===== config.mk =====
export PLATFORM = sky130hd
export DESIGN_NAME = rv_exec_sequencer
export DESIGN_NICKNAME = d
export VERILOG_FILES = /design/src/rtl/rv_ctrl_pkg.sv /design/src/rtl/rv_imm_gen.sv /design/src/rtl/rv_exec_sequencer.sv
export SDC_FILE = /design/constraint.sdc
export NUM_CORES = 1
export LEC_CHECK = 0
export ABC_AREA = 1
export CORE_MARGIN = 4
export CORE_UTILIZATION = 34
export CTS_BUF_LIST = sky130_fd_sc_hd__clkbuf_8
export CTS_CLUSTER_DIAMETER = 40
export DETAILED_ROUTE_END_ITERATION = 8
export PLACE_DENSITY = 0.8
export SYNTH_ARGS = -nofsm -noshare
export SYNTH_HDL_FRONTEND = slang
export SYNTH_SLANG_ARGS = --single-unit
export TNS_END_PERCENT = 100

===== constraint.sdc =====
create_clock -name clk -period 2.3 [get_ports clk]
set_clock_uncertainty 0.05 [all_clocks]
set_input_delay 0.23 -clock clk [delete_from_list [all_inputs] [get_ports clk]]
set_output_delay 0.23 -clock clk [all_outputs]
set_load 0.01 [all_outputs]

===== src/rtl/rv_ctrl_pkg.sv =====
// Shared control definitions for the RV32I execute sequencer: state encoding,
// opcode constants, ECALL encoding and branch funct3 codes.
package rv_ctrl_pkg;

  typedef enum logic [2:0] {
    S_IDLE,
    S_FETCH,
    S_DECODE,
    S_EXEC,
    S_WB,
    S_DONE
  } state_t;

  localparam logic [6:0]  OPC_OP     = 7'b0110011;
  localparam logic [6:0]  OPC_OP_IMM = 7'b0010011;
  localparam logic [6:0]  OPC_LUI    = 7'b0110111;
  localparam logic [6:0]  OPC_BRANCH = 7'b1100011;

  localparam logic [31:0] ECALL_INSN = 32'h0000_0073;

  localparam logic [2:0]  F3_BEQ = 3'b000;
  localparam logic [2:0]  F3_BNE = 3'b001;

endpackage


===== src/rtl/rv_imm_gen.sv =====
// Combinational I/U immediate extraction from the instruction register.
// The B-type immediate output exists only when SEQ_BRANCH_EN is defined.
module rv_imm_gen (
  input  logic [31:0] ir,
  output logic [31:0] imm_i,
  output logic [31:0] imm_u
`ifdef SEQ_BRANCH_EN
  ,
  output logic [31:0] imm_b
`endif
);

  assign imm_i = {{20{ir[31]}}, ir[31:20]};
  assign imm_u = {ir[31:12], 12'h000};

`ifdef SEQ_BRANCH_EN
  assign imm_b = {{19{ir[31]}}, ir[31], ir[7], ir[30:25], ir[11:8], 1'b0};
`else
  logic unused_ir_lo;
  assign unused_ir_lo = ^ir[11:0];
`endif

endmodule


===== src/rtl/rv_exec_sequencer.sv =====
// Multi-cycle fetch/decode/execute/writeback sequencer for the RV32I datapath.
// Optional BEQ/BNE support is compiled in with the SEQ_BRANCH_EN macro.
module rv_exec_sequencer
  import rv_ctrl_pkg::*;
#(
  parameter int unsigned PC_W     = 8,
  parameter int unsigned RESET_PC = 0
) (
  input  logic            clk,
  input  logic            rst,
  input  logic            start,
  output logic            busy,
  output logic            done,
  output logic            err,
  output logic [PC_W-1:0] imem_addr,
  input  logic [31:0]     imem_rdata,
  output logic [4:0]      rf_rs1_addr,
  output logic [4:0]      rf_rs2_addr,
  input  logic [31:0]     rf_rs1_data,
  input  logic [31:0]     rf_rs2_data,
  output logic            rf_we,
  output logic [4:0]      rf_rd_addr,
  output logic [31:0]     rf_wd,
  output logic [31:0]     alu_instr,
  output logic [31:0]     alu_a,
  output logic [31:0]     alu_b,
  input  logic [31:0]     alu_y
);

  localparam logic [PC_W-1:0] PC_RST  = PC_W'(RESET_PC);
  localparam logic [PC_W-1:0] PC_LAST = '1;

  state_t          state;
  logic [PC_W-1:0] pc;
  logic [31:0]     ir;
  logic [31:0]     result;
  logic [31:0]     imm_i;
  logic [31:0]     imm_u;

`ifdef SEQ_BRANCH_EN
  logic [31:0]     imm_b;

  rv_imm_gen u_imm_gen (
    .ir    (ir),
    .imm_i (imm_i),
    .imm_u (imm_u),
    .imm_b (imm_b)
  );

  logic            br_eq;
  logic            br_taken;
  logic            br_f3_ok;
  logic [PC_W-1:0] br_target;

  // Word-granular PC, so the byte offset is arithmetic-shifted by 2; wrap is allowed.
  assign br_eq     = (rf_rs1_data == rf_rs2_data);
  assign br_taken  = (ir[14:12] == F3_BEQ) ? br_eq : !br_eq;
  assign br_f3_ok  = (ir[14:12] == F3_BEQ) || (ir[14:12] == F3_BNE);
  assign br_target = pc + PC_W'($signed(imm_b) >>> 2);
`else
  rv_imm_gen u_imm_gen (
    .ir    (ir),
    .imm_i (imm_i),
    .imm_u (imm_u)
  );
`endif

  assign imem_addr   = pc;
  assign rf_rs1_addr = ir[19:15];
  assign rf_rs2_addr = ir[24:20];
  assign rf_rd_addr  = ir[11:7];
  assign rf_wd       = result;
  assign alu_instr   = ir;
  assign alu_a       = rf_rs1_data;
  assign alu_b       = (ir[6:0] == OPC_OP) ? rf_rs2_data : imm_i;

  // Sequencer FSM; busy/done/err/rf_we are flops updated alongside the state.
  always_ff @(posedge clk or posedge rst) begin
    if (rst) begin
      state  <= S_IDLE;
      pc     <= PC_RST;
      ir     <= '0;
      result <= '0;
      busy   <= 1'b0;
      done   <= 1'b0;
      err    <= 1'b0;
      rf_we  <= 1'b0;
    end else begin
      rf_we <= 1'b0;
      case (state)
        S_IDLE: begin
          if (start) begin
            state <= S_FETCH;
            pc    <= PC_RST;
            err   <= 1'b0;
            busy  <= 1'b1;
          end
        end
        S_FETCH: state <= S_DECODE;
        S_DECODE: begin
          ir    <= imem_rdata;
          state <= S_EXEC;
        end
        S_EXEC: begin
          case (ir[6:0])
            OPC_OP, OPC_OP_IMM: begin
              result <= alu_y;
              rf_we  <= |ir[11:7];
              state  <= S_WB;
            end
            OPC_LUI: begin
              result <= imm_u;
              rf_we  <= |ir[11:7];
              state  <= S_WB;
            end
`ifdef SEQ_BRANCH_EN
            OPC_BRANCH: begin
              if (!br_f3_ok || (imm_b[1:0] != 2'b00)) begin
                state <= S_DONE;
                busy  <= 1'b0;
                done  <= 1'b1;
                err   <= 1'b1;
              end else if (br_taken) begin
                pc    <= br_target;
                state <= S_FETCH;
              end else begin
                state <= S_WB;
              end
            end
`endif
            default: begin
              state <= S_DONE;
              busy  <= 1'b0;
              done  <= 1'b1;
              err   <= (ir != ECALL_INSN);
            end
          endcase
        end
        S_WB: begin
          // Last word of instruction memory: the write above still lands, then stop.
          if (pc == PC_LAST) begin
            state <= S_DONE;
            busy  <= 1'b0;
            done  <= 1'b1;
            err   <= 1'b1;
          end else begin
            pc    <= pc + PC_W'(1);
            state <= S_FETCH;
          end
        end
        S_DONE: begin
          if (!start) begin
            state <= S_IDLE;
            done  <= 1'b0;
          end
        end
        default: begin
          state <= S_IDLE;
          busy  <= 1'b0;
          done  <= 1'b0;
        end
      endcase
    end
  end

endmodule


; Yosys cells after proc, flatten, opt, wreduce, memory -nomap -nowiden
; Cells that the tools add are included.
[word_totals]
latch_bits = 0
word_cells = 64
in_bits = 131
mem_count = 0
regBits = 79
ramBits = 0
rom_bits = 0
output_inout_bits = 155
[classes]
n_bitwise = 2
order_cmp = 0
n_eq_ne = 15
shift = 0
addsub = 1
n_mux = 23
multipliers = 0
n_div = 0
reduce_logical = 15
[op_table]
columns = op, n
row1 = $pmux 32 s2, 1
row2 = $mux 32, 1
row3 = $ne 32x7->1 const B, 1
row4 = $pmux 3 s6, 1
row5 = $mux 8, 2
row6 = $pmux 8 s2, 1
row7 = $eq 7x6->1 const B, 2
row8 = $reduce_and 4->1, 3
row9 = $mux 1, 11
row10 = $ne 2x2->1 const B, 5
row11 = $mux 3, 3
row12 = $reduce_or 3->1, 3
row13 = $add 8x1->8 const B, 1
row14 = $eq 8x8->1 const B, 1
row15 = $pmux 1 s4, 2
row16 = $eq 7x5->1 const B, 1
row17 = $eq 3x2->1 const B, 2
row18 = $eq 3x3->1 const B, 2
row19 = $reduce_or 5->1, 1
row20 = $reduce_and 2->1, 2
row21 = $reduce_bool 2->1, 2
row22 = $eq 3x1->1 const B, 1
row23 = $logic_not 3->1, 1
row24 = $pmux 1 s3, 1
row25 = other kinds (4), 5

; Longest topological paths before layout
; Gate-level depths: netlist of the first run.
[depth]
word_depth = 4
ltp_mapped = 11
ltp_nobuf = 10

; Cells and area by module
; Synthesis of the first run repeated with hierarchy kept, for this count alone.
[unflattened]
cells_unflattened = 586
hier_area_um2 = 4922.2
[by_module_without_submodules]
columns = mod, cells_per_inst, area_per_inst_um2, seq_area_each_um2, instances
row1 = rv_exec_sequencer, 521, 4438.0, 1976.9, 1
row2 = rv_imm_gen, 65, 484.2, 0.0, 1

; Least setup slack after synthesis of the first run
; Ideal clock, no wire load.
[synth_timing]
path_kind = register to output
start = register ir[3] (netlist: alu_instr[3])
end = output alu_b[22]
arrival_ns = 1.354
required_ns = 2.020
n_path_buf = 1
slack_ns = 0.666
stages_incl_launch_ff = 7
path_cell_list = dfrtp_1 > inv_1 > nand2_1 > nor2_1 > nand3_1 > clkbuf_1 > o21ai_0
[synth_via]
elab_chain_cells = 2
[synth_rtl]
columns = item, line
row1 = start: declaration, rv_exec_sequencer.sv:35  ; logic [31:0] ir;
row2 = start signal: assignment, rv_exec_sequencer.sv:101  ; ir <= imem_rdata;
row3 = $eq 7x6->1, rv_exec_sequencer.sv:75  ; assign alu_b = (ir[6:0] == OPC_OP) ? rf_rs2_data : imm_i;
row4 = $mux 32, rv_exec_sequencer.sv:75
row5 = end: declaration, rv_exec_sequencer.sv:26  ; output logic [31:0] alu_b,
; Every way passes these cells.

; Worst setup path after layout of the first run
[layout_timing]
start = register ir[3] (netlist: alu_instr[3])
end = output alu_b[14]
; Same word-level chain as after synthesis.

==> summary.txt, run 1 <==
============================================================================================
Status                                                                          finished clean
CTS Root Cell                                                                   sky130_fd_sc_hd__clkbuf_8
Placeable core area                                                                12200 um2
Post-Synth XOR/XNOR Area                                                             0.00614
Vias in the first global route                                                          4047
CTS max path bufs                                                                          2
Ys async rst share                                                                      1.00
Synthesized instance count                                                               571
First-pass GRT wire length                                                          21600 um
Max stage delay cell, worst path                                                sky130_fd_sc_hd__dfrtp_1
Post-synthesis compound-gate area fraction                                             0.134
Total via count after detailed routing                                                  4196
Transition time at the pin with the least slew margin                               0.492 ns
Netlist Area Pre-Place                                                              4280 um2
Worst path top cell family by delay                                             buffers and inverters
Basic-gate share of the synthesized area counting and, or, nand and nor cells          0.215
LEAKAGE                                                                              3.11 nW
Number of detailed-routing iterations run before antenna repair                            4
Share of final-layout standard cells stronger than drive strength 1                   0.0642
Placer Congestion                                                                      0.848
Biggest area contributors in the synthesized netlist                            sky130_fd_sc_hd__dfrtp_1 46%, sky130_fd_sc_hd__nand2_1 14%, sky130_fd_sc_hd__buf_4 8.4%, sky130_fd_sc_hd__o21ai_0 5.8%, sky130_fd_sc_hd__nor2_1 5.7%
TritonCTS clock tree                                                                    done
Worst Setup End Kind                                                            primary output
Kind of start point of the critical path                                           flip-flop
Number of antenna violations at the first check in global routing                          0
Least setup slack across all paths after layout                                     0.132 ns
Maximum number of pins on one net before global-route repair                              80
Most common cell after layout, fill and taps aside                              sky130_fd_sc_hd__clkdlybuf4s50_1
Share of the synthesized area in the top cell type                                     0.462
Shortest period the worst path allows                                                2.17 ns
Die outline height                                                                    120 um
Final count of negative-setup-slack endpoints                                              0
Number of max-cap violations                                                               0
Filler Cell Count                                                                       1177
Arrival @ worst endpoint                                                             1.89 ns
Initial Utilization                                                                    0.352
Clk slew on worst S/H paths                                                          0.08 ns
Post-CTS Hold Fix Bufs                                                                     0
Post-synthesis register bit count                                                         79
Total power density per cell area                                                1110 nW/um2
Cell variety after synth                                                                  28
Die area                                                                           14400 um2
Max rail drop VDD                                                                   0.552 mV
Count of endpoints failing hold in the final timing report                                 0
Level count of the clock H-tree                                                            3
Initial drt markers                                                                      249
Worst max-slew margin expressed relative to the limit                                  0.671
Syn_nets                                                                                 703
Num rows                                                                                  40
Sum of buffers and inverters on the critical path                                          4
Worst hold slack across all endpoints                                               0.304 ns
Diodes inserted                                                                            0
Delay of the slowest cell on the worst path                                          0.40 ns
Final net count                                                                          875
Register area share after synthesis                                                    0.462
Horiz. Die Dim                                                                        120 um
Number of warning messages in the yosys log                                                0
DRC violation count after routing                                                          0
Synth Area in Adders                                                                 0.00292
Final max-slew violation count                                                             0
DP Worst Slack                                                                      0.163 ns
CTS Buf Count                                                                              9
Final period utilization                                                               0.942
Overall Global Routing Usage                                                           0.189
Post-synthesis cell type with the largest combined area                         sky130_fd_sc_hd__dfrtp_1
Post-detailed-route count of antenna-violating nets                                        0
Mean number of vias per cell                                                            4.58
Most instantiated flip-flop cell in the synthesis netlist                       sky130_fd_sc_hd__dfrtp_1
Maximum fanout along the worst path                                                       22
Most frequent cells in the layout                                               189 x sky130_fd_sc_hd__clkdlybuf4s50_1, 155 x sky130_fd_sc_hd__nand2_1, 79 x sky130_fd_sc_hd__dfrtp_1, 65 x sky130_fd_sc_hd__inv_1, 64 x sky130_fd_sc_hd__nor2_1
# clock sinks                                                                             79
Worst endpoint required time                                                         2.02 ns
Type of the worst setup path                                                         reg2out
Setup repair after global routing missed its margin                                      yes
Hpwl dp                                                                             10400 um
Average size of a mapped cell                                                       7.49 um2
Buffers on Ports                                                                         221
Number of enable-type register cells in the synthesized netlist                            0
Portion of netlist area occupied by mux cells                                        0.00789
Layout area overhead                                                                   52.8%
Dominant combinational cell family by area after synthesis                      simple AND/OR/NAND/NOR gates
Highest clock frequency the design can meet                                          461 MHz
Hold Path Class                                                                     in2async
Insertion delay to the later sink of the worst-skew pair                             0.36 ns
Remaining global-route overflow                                                            0
CP Cell Sequence                                                                inv_1 -> nand2_1 -> nor2_2 -> nand3_2 -> buf_4 -> clkbuf_16 -> o21ai_0 -> dlygate4sd2_1
Area of all placed cells without fillers                                            6540 um2
Routed length per placed instance                                                    15.3 um
Detailed-route wire length                                                          14000 um
Post-detailed-placement cell area                                                   6320 um2
I/O pin total                                                                            286
============================================================================================
## synthesized netlist by cell type, types with 2 or more instances
| cell | number |
|---|---|
| sky130_fd_sc_hd__a21oi_1 | 40 |
| sky130_fd_sc_hd__dfrtp_1 | 79 |
| sky130_fd_sc_hd__nand2_2 | 4 |
| sky130_fd_sc_hd__inv_2 | 2 |
| sky130_fd_sc_hd__buf_6 | 4 |
| sky130_fd_sc_hd__mux2_2 | 3 |
| sky130_fd_sc_hd__buf_4 | 48 |
| sky130_fd_sc_hd__nand2_1 | 157 |
| sky130_fd_sc_hd__inv_1 | 64 |
| sky130_fd_sc_hd__nor2_1 | 65 |
| sky130_fd_sc_hd__o21ai_1 | 14 |
| sky130_fd_sc_hd__o21ai_0 | 50 |
| sky130_fd_sc_hd__buf_2 | 6 |
| sky130_fd_sc_hd__clkbuf_1 | 9 |
| sky130_fd_sc_hd__xor2_1 | 3 |
| sky130_fd_sc_hd__nor2_2 | 2 |
| sky130_fd_sc_hd__o211ai_1 | 3 |
| sky130_fd_sc_hd__nand3_1 | 4 |
| sky130_fd_sc_hd__buf_1 | 3 |
| sky130_fd_sc_hd__nand4_1 | 3 |
## power breakdown
group | total, mW | internal [mW] | switching, mW
clock network | 1.02 | 0.519 | 0.506
logic | 3.92 | 1.98 | 1.94
registers | 2.29 | 1.90 | 0.382
total | 7.23 | 4.40 | 2.83
## path summary, 6_finish.rpt
path	start	endpoint	slack, ns	depth (start not counted)
max in group asynchronous	rst	rf_wd[28]$_DFFE_PP0P_	1.57	3
worst min-delay path	rst	err$_DFFE_PP0P_	0.30	3
worst min register to register	rf_wd[31]$_DFFE_PP0P_	rf_wd[31]$_DFFE_PP0P_	0.43	2
worst max register to register	alu_instr[3]$_DFFE_PP0P_	rf_wd[28]$_DFFE_PP0P_	0.29	10
min in group clk	alu_y[4]	rf_wd[4]$_DFFE_PP0P_	0.38	3
worst max-delay path	alu_instr[3]$_DFFE_PP0P_	alu_b[14]	0.13	8
## layout make-up
type | count | area, um2 | share of cell area
multi-input combinational | 354 | 1580 | 0.242
inverter | 67 | 256 | 0.0392
clock buffer | 10 | 138 | 0.0210
timing repair buffer | 232 | 2320 | 0.355
clock inverter | 6 | 52.6 | 0.00804
sequential | 79 | 1980 | 0.302
tap | 168 | 210 | 0.0321
## state kept, by name, summed over array words and instances, names as in the netlist
| register | count |
|---|---|
| err | 1 |
| alu_instr | 32 |
| rf_wd | 32 |
| busy | 1 |
| rf_we | 1 |
| imem_addr | 8 |
| state | 3 |
| done | 1 |
## layer usage
layer / up-vias / wire (um) / global-route usage
met3: 25 / 1010 / 0.0514
met5: - / 41 / 0.0221
li1: 2070 / - / -
met2: 165 / 6880 / 0.308
met1: 1934 / 5780 / 0.235
met4: 2 / 306 / 0.0780
## what timing repair did
item	CTS	global route
gates cloned	0	2
endpoints found under the setup margin	32	21
gates resized for setup	34	31
setup buffers	0	1
## logic make-up (layout without fill, tap and decap cells)
| kind of cell | after synthesis | after routing |
|---|---|---|
| xor+xnor | 3 | 3 |
| fa+ha+maj | 1 | 1 |
| mux | 3 | 3 |
| simple gates | 236 | 236 |
| compound gates | 111 | 111 |
| buf+inv | 138 | 315 |
| flops | 79 | 79 |
## through the flow
stage / std cells / power (mW) / utilization / setup TNS [ns]
3_5_place_dp: 897 / 6.39 / 0.520 / 0
6_report: 916 / 7.23 / 0.538 / 0
3_3_place_gp: 897 / 6.33 / 0.520 / 0
4_1_cts: 913 / 7.25 / 0.533 / 0
5_1_grt: 916 / 7.77 / 0.538 / -0.304
2_1_floorplan: 571 / 4.19 / - / 0
## tightest hold or removal path, stage by stage
cell and delay (ns):
sky130_fd_sc_hd__clkdlybuf4s50_1 0.44, sky130_fd_sc_hd__clkinvlp_4 0.10, sky130_fd_sc_hd__buf_12 0.36
Power figures use the tool's default switching activity.
==> run 2: changes to the inputs <==
--- a/config.mk
+++ b/config.mk
@@ -7,11 +7,11 @@
 export LEC_CHECK = 0
 export ABC_AREA = 1
 export CORE_MARGIN = 4
-export CORE_UTILIZATION = 34
+export CORE_UTILIZATION = 40
 export CTS_BUF_LIST = sky130_fd_sc_hd__clkbuf_8
 export CTS_CLUSTER_DIAMETER = 40
 export DETAILED_ROUTE_END_ITERATION = 8
-export PLACE_DENSITY = 0.8
+export PLACE_DENSITY = 0.89
 export SYNTH_ARGS = -nofsm -noshare
 export SYNTH_HDL_FRONTEND = slang
 export SYNTH_SLANG_ARGS = --single-unit
==> constraint.sdc (replaced) <==
create_clock -name clk -period 2.8 [get_ports clk]
set_clock_uncertainty 0.05 [all_clocks]
set_input_delay 0.28 -clock clk [delete_from_list [all_inputs] [get_ports clk]]
set_output_delay 0.28 -clock clk [all_outputs]
set_load 0.01 [all_outputs]
==> run 2 against run 1 <==
  * Worst setup slack better by 0.041 ns
  * Sequential share of layout area grew 0.53 points
  * Global-route usage grew 2.5 points
  * Total power down 18%
  * First-iteration DRC count is 42% lower
  * Final area fell by 1.7%
  * Critical endpoint is now alu_b[26]
  * Highest routed layer is now met4
==> summary.txt, run 2 (synthesized netlist as in run 1, its figures left out) <==
==================================================================================
Status                                                                finished clean
Number of antenna violations at the first check in global routing                0
# clock sinks                                                                   79
Worst endpoint required time                                               2.47 ns
Reg power frac                                                               0.316
Maximum fanout along the worst path                                             22
Clk pwr share                                                                0.130
Vias in the first global route                                                4128
Worst Setup End Kind                                                  primary output
Most common cell after layout, fill and taps aside                    sky130_fd_sc_hd__clkdlybuf4s50_1
Filler Cell Count                                                              903
Highest clock frequency the design can meet                                381 MHz
Hpwl dp                                                                   10600 um
Post-detailed-route count of antenna-violating nets                              0
I/O pin total                                                                  286
Comb pwr share                                                               0.554
Max rail drop VDD                                                         0.552 mV
DRC violation count after routing                                                0
Clk slew on worst S/H paths                                                0.08 ns
Number of detailed-routing iterations run before antenna repair                  4
Detailed-route wire length                                                13300 um
Die outline height                                                          111 um
Diodes inserted                                                                  0
CTS max path bufs                                                                2
Share of final-layout standard cells stronger than drive strength 1         0.0511
Setup repair after global routing missed its margin                             no
CTS Root Cell                                                         sky130_fd_sc_hd__clkbuf_8
Total via count after detailed routing                                        4145
Count of endpoints failing hold in the final timing report                       0
Arrival @ worst endpoint                                                   2.30 ns
Final max-slew violation count                                                   0
Worst max-slew margin expressed relative to the limit                        0.598
Final period utilization                                                     0.938
Num rows                                                                        37
Routed length per placed instance                                          15.1 um
Placer Congestion                                                            0.857
Fraction of power spent switching nets                                       0.389
Kind of start point of the critical path                                 flip-flop
Horiz. Die Dim                                                              111 um
LEAKAGE                                                                    3.03 nW
Shortest period the worst path allows                                      2.63 ns
Mean number of vias per cell                                                  4.71
Hold Path Class                                                           in2async
Post-layout utilization of the core                                          0.620
Layout area overhead                                                         50.2%
Inst Count DP                                                                  864
TritonCTS clock tree                                                          done
Post-detailed-placement cell area                                         6250 um2
Maximum number of pins on one net before global-route repair                    53
First-pass GRT wire length                                                21400 um
Final net count                                                                871
Die area                                                                 12400 um2
Area of all placed cells without fillers                                  6430 um2
Most frequent cells in the layout                                     221 x sky130_fd_sc_hd__clkdlybuf4s50_1, 156 x sky130_fd_sc_hd__nand2_1, 79 x sky130_fd_sc_hd__dfrtp_1, 65 x sky130_fd_sc_hd__inv_1, 65 x sky130_fd_sc_hd__nor2_1
Most used routing layer                                                       met2
Final count of negative-setup-slack endpoints                                    0
Initial Utilization                                                          0.413
Cell internal power dissipation                                            3.63 mW
Total power density per cell area                                       925 nW/um2
Overall Global Routing Usage                                                 0.214
Met3 Use GR                                                                 0.0592
Level count of the clock H-tree                                                  3
Initial drt markers                                                            144
Buffers on Ports                                                               221
Remaining global-route overflow                                                  0
Type of the worst setup path                                               reg2out
Switch Pwr                                                                 2.31 mW
Post-CTS Hold Fix Bufs                                                           0
Met1 capacity usage during global routing                                    0.263
Insertion delay to the later sink of the worst-skew pair                   0.35 ns
Placeable core area                                                      10400 um2
Accumulated negative setup slack                                              0 ns
Transition time at the pin with the least slew margin                     0.602 ns
Non-filler instance count after layout                                         880
Met2 Resource Use GR                                                         0.358
CTS Buf Count                                                                    9
Number of max-cap violations                                                     0
==================================================================================
[run 2: cell count changes in the layout (fill, tap and decap cells not counted), moves of 2 or more]
cell / before / now
sky130_fd_sc_hd__dlygate4sd2_1: 11 / 0
sky130_fd_sc_hd__clkbuf_2: 4 / 0
sky130_fd_sc_hd__buf_12: 3 / 1
sky130_fd_sc_hd__clkinvlp_4: 1 / 3
sky130_fd_sc_hd__clkdlybuf4s50_1: 189 / 221
sky130_fd_sc_hd__clkdlybuf4s15_1: 17 / 0
sky130_fd_sc_hd__clkinv_2: 4 / 2
sky130_fd_sc_hd__buf_6: 2 / 0
[run 2: critical path: stages (launching register included)]
cell                              delay, ns
sky130_fd_sc_hd__dfrtp_1               0.41
sky130_fd_sc_hd__inv_1                 0.08
sky130_fd_sc_hd__nand2_1               0.05
sky130_fd_sc_hd__nor2_1                0.20
sky130_fd_sc_hd__nand3_2               0.17
sky130_fd_sc_hd__buf_4                 0.25
sky130_fd_sc_hd__o21ai_0               0.20
sky130_fd_sc_hd__clkdlybuf4s50_1       0.57
[run 2: path summary, 6_finish.rpt]
path                                     startpoint                       end  depth (start not counted)  slack, ns
max in group asynchronous                       rst     rf_wd[18]$_DFFE_PP0P_                          3       1.98
max reg2reg                alu_instr[2]$_DFFE_PP0P_      rf_wd[8]$_DFFE_PP0P_                          8       0.82
min in group clk                           alu_y[4]      rf_wd[4]$_DFFE_PP0P_                          3       0.42
max                        alu_instr[2]$_DFFE_PP0P_                 alu_b[26]                          7       0.17
min reg2reg                   rf_wd[28]$_DFFE_PP0P_     rf_wd[28]$_DFFE_PP0P_                          2       0.43
min                                             rst  imem_addr[7]$_DFFE_PP0P_                          2       0.08
[run 2: cell type report]
cell class,count,area (um2),area share
well taps,136,170,0.0265
inverters,67,254,0.0395
flip-flops and latches,79,1980,0.308
clock inverters,6,38.8,0.00604
repair buffers,228,2280,0.354
clock buffers,10,138,0.0214
multi-input cells,354,1570,0.245
[run 2: layer usage]
| metal | vias to the layer above | part of all wire |
|---|---|---|
| met3 | 22 | 0.069 |
| li1 | 2065 | - |
| met2 | 172 | 0.49 |
| met1 | 1886 | 0.42 |
| met5 | - | 0 |
| met4 | 0 | 0.022 |
[run 2: what timing repair did]
| item | in CTS | in global routing |
|---|---|---|
| gates resized for setup | 0 | 1 |
| buffers inserted | 0 | 0 |
| endpoints found under the setup margin | 0 | 21 |
[run 2: stage by stage]
step,worst slack [ns],power (mW),hold slack [ns]
finish,0.173,5.95,0.0794
global route,0.00550,6.38,0.0889
CTS,0.0664,6.03,0.0641
detailed placement,0.462,5.24,0.415
global placement,0.589,5.15,0.411
floorplan,0.447,3.44,0.374
[run 2: power by group through the flow]
stage / Clock (mW) / Combinational [mW] / Sequential (mW)
CTS: 0.793 / 3.35 / 1.88
global placement: 0 / 3.27 / 1.88
global route: 0.839 / 3.60 / 1.94
detailed placement: 0 / 3.34 / 1.90
floorplan: 0 / 1.41 / 2.03
finish: 0.771 / 3.30 / 1.88
==> run 3: changes to the inputs <==
--- a/config.mk
+++ b/config.mk
@@ -7,11 +7,12 @@
 export LEC_CHECK = 0
 export ABC_AREA = 1
 export CORE_MARGIN = 4
-export CORE_UTILIZATION = 40
+export CORE_UTILIZATION = 37
 export CTS_BUF_LIST = sky130_fd_sc_hd__clkbuf_8
 export CTS_CLUSTER_DIAMETER = 40
+export CTS_CLUSTER_SIZE = 28
 export DETAILED_ROUTE_END_ITERATION = 8
-export PLACE_DENSITY = 0.89
+export PLACE_DENSITY = 0.83
 export SYNTH_ARGS = -nofsm -noshare
 export SYNTH_HDL_FRONTEND = slang
 export SYNTH_SLANG_ARGS = --single-unit
==> constraint.sdc (replaced) <==
create_clock -name clk -period 2.9 [get_ports clk]
set_clock_uncertainty 0.05 [all_clocks]
set_input_delay 0.29 -clock clk [delete_from_list [all_inputs] [get_ports clk]]
set_output_delay 0.29 -clock clk [all_outputs]
set_load 0.01 [all_outputs]
==> run 3 against run 2 <==
  * Clock power rose by 13%
  * Hold slack gained 0.19 ns
  * First-iteration DRC count grew 63%
  * Cell count rose by 0.68%
==> summary.txt, run 3 (synthesized netlist as in run 1, its figures left out) <==
==================================================================================
Status                                                                finished clean
Total via count after detailed routing                                        4142
Vias in the first global route                                                4088
Placer Congestion                                                            0.858
Overall Global Routing Usage                                                 0.204
TritonCTS clock tree                                                          done
I/O pin total                                                                  286
Final net count                                                                870
Highest clock frequency the design can meet                                372 MHz
Count of endpoints failing hold in the final timing report                       0
Final max-slew violation count                                                   0
Accumulated negative setup slack                                              0 ns
Area of all placed cells without fillers                                  6470 um2
Worst Setup End Kind                                                  primary output
Final count of negative-setup-slack endpoints                                    0
Type of the worst setup path                                               reg2out
Most common cell after layout, fill and taps aside                    sky130_fd_sc_hd__clkdlybuf4s50_1
Reg power frac                                                               0.306
Least setup slack across all paths after layout                           0.215 ns
# clock sinks                                                                   79
Clk slew on worst S/H paths                                                0.08 ns
Hpwl dp                                                                   10600 um
Filler Cell Count                                                             1068
Post-detailed-route count of antenna-violating nets                              0
CTS max path bufs                                                                2
Initial drt markers                                                            235
Number of max-cap violations                                                     0
Buffers on Ports                                                               221
Comb pwr share                                                               0.546
Total power density per cell area                                       911 nW/um2
CTS Root Cell                                                         sky130_fd_sc_hd__clkbuf_8
Max stage delay cell, worst path                                      sky130_fd_sc_hd__clkdlybuf4s50_1
Die outline height                                                          116 um
Final period utilization                                                     0.926
Number of antenna violations at the first check in global routing                0
Post-CTS Hold Fix Bufs                                                           0
Worst max-slew margin expressed relative to the limit                        0.595
Worst endpoint required time                                               2.56 ns
Maximum fanout along the worst path                                             23
Kind of start point of the critical path                                 flip-flop
Arrival @ worst endpoint                                                   2.35 ns
Horiz. Die Dim                                                              116 um
Initial Utilization                                                          0.376
Reg area                                                                  1980 um2
Delay of the slowest cell on the worst path                                0.58 ns
DRC violation count after routing                                                0
Number of detailed-routing iterations run before antenna repair                  5
Switch Pwr                                                                 2.26 mW
Footprint of the multi-input gates                                        1580 um2
Post-detailed-placement cell area                                         6250 um2
Share of final-layout standard cells stronger than drive strength 1         0.0525
Hold Path Class                                                           in2async
Layout area overhead                                                         51.2%
Remaining global-route overflow                                                  0
Die area                                                                 13300 um2
CP Cell Sequence                                                      inv_1 -> nand2_1 -> nor2_1 -> nand3_4 -> buf_4 -> o21ai_0 -> clkdlybuf4s50_1
First-pass GRT wire length                                                21100 um
Shortest period the worst path allows                                      2.69 ns
Cell internal power dissipation                                            3.64 mW
Total power after layout                                                   5.90 mW
Maximum number of pins on one net before global-route repair                    53
Setup repair after global routing missed its margin                             no
Routed length per placed instance                                          15.5 um
Placeable core area                                                      11400 um2
Insertion delay to the later sink of the worst-skew pair                   0.35 ns
Clk pwr share                                                                0.148
Num rows                                                                        39
DP Worst Slack                                                            0.419 ns
Transition time at the pin with the least slew margin                     0.607 ns
Detailed-route wire length                                                13700 um
Diodes inserted                                                                  0
Worst hold slack across all endpoints                                     0.267 ns
CTS Buf Count                                                                    9
LEAKAGE                                                                    3.05 nW
Level count of the clock H-tree                                                  3
Fraction of power spent switching nets                                       0.383
Most frequent cells in the layout                                     221 x sky130_fd_sc_hd__clkdlybuf4s50_1, 155 x sky130_fd_sc_hd__nand2_1, 79 x sky130_fd_sc_hd__dfrtp_1, 65 x sky130_fd_sc_hd__nor2_1, 64 x sky130_fd_sc_hd__inv_1
Max rail drop VDD                                                         0.510 mV
Number of setup buffers added after CTS                                          0
Mean number of vias per cell                                                  4.67
==================================================================================
==> run 3: cell types whose count changed in the layout (fill, tap and decap cells not counted), sizes merged <==
cell | previous run | this run
bufinv | 0 | 1
buf | 7 | 6
clkbuf | 10 | 12
clkinvlp | 3 | 0
inv | 67 | 66
clkinv | 3 | 4
==> run 3: worst max-delay path: cells and delay by family, from the launching register on <==
kind / cells / cell delay [ns]
buffers and inverters: 3 / 0.91
AND/OR/NAND/NOR: 3 / 0.49
flip-flops: 1 / 0.41
AO/OA/AOI/OAI: 1 / 0.19
==> run 3: what timing repair did <==
item | 4_1_cts | 5_1_grt
gates resized for setup | 0 | 2
endpoints found under the setup margin | 0 | 21
endpoints found under the hold margin | 0 | 0
==> run 3: path summary, 6_finish.rpt <==
kind,start,to,slack [ns],depth (start not counted)
max reg2reg,state[2]$_DFFE_PP0P_,alu_instr[17]$_DFFE_PP0P_,1.07,5
min in group clk,rf_wd[14]$_DFFE_PP0P_,rf_wd[14]$_DFFE_PP0P_,0.43,2
max,alu_instr[3]$_DFFE_PP0P_,alu_b[15],0.21,7
min reg2reg,rf_wd[14]$_DFFE_PP0P_,rf_wd[14]$_DFFE_PP0P_,0.43,2
min,rst,rf_wd[2]$_DFFE_PP0P_,0.27,2
max in group asynchronous,rst,rf_wd[13]$_DFFE_PP0P_,1.86,3
==> run 3: per-stage QoR <==
| step | cells | utilization |
|---|---|---|
| after floorplan | 571 | - |
| after global placement | 870 | 0.550 |
| after detailed placement | 870 | 0.550 |
| after CTS | 886 | 0.568 |
| after global routing | 886 | 0.569 |
| final | 886 | 0.569 |
==> run 3: layer usage <==
layer | vias up | GRT usage | wire length, um
met2 | 169 | 0.342 | 6770
met4 | 0 | 0.0689 | 199
li1 | 2057 | - | -
met1 | 1899 | 0.251 | 5630
met3 | 17 | 0.0616 | 1140
met5 | - | 0 | 0
==> run 3: cell type report <==
class,count,share of cell area
clock buffer,12,0.0255
timing repair buffer,227,0.351
sequential,79,0.306
tap,143,0.0277
inverter,67,0.0393
clock inverter,4,0.00677
multi-input combinational,354,0.244
==> run 3: power by group through the flow <==
stage          sequential (mW)  clock [mW]  combinational (mW)
2_1_floorplan             1.96           0                1.36
3_3_place_gp              1.80           0                3.20
3_5_place_dp              1.82           0                3.24
4_1_cts                   1.80       0.888                3.26
5_1_grt                   1.87       0.942                3.51
6_report                  1.81       0.871                3.22
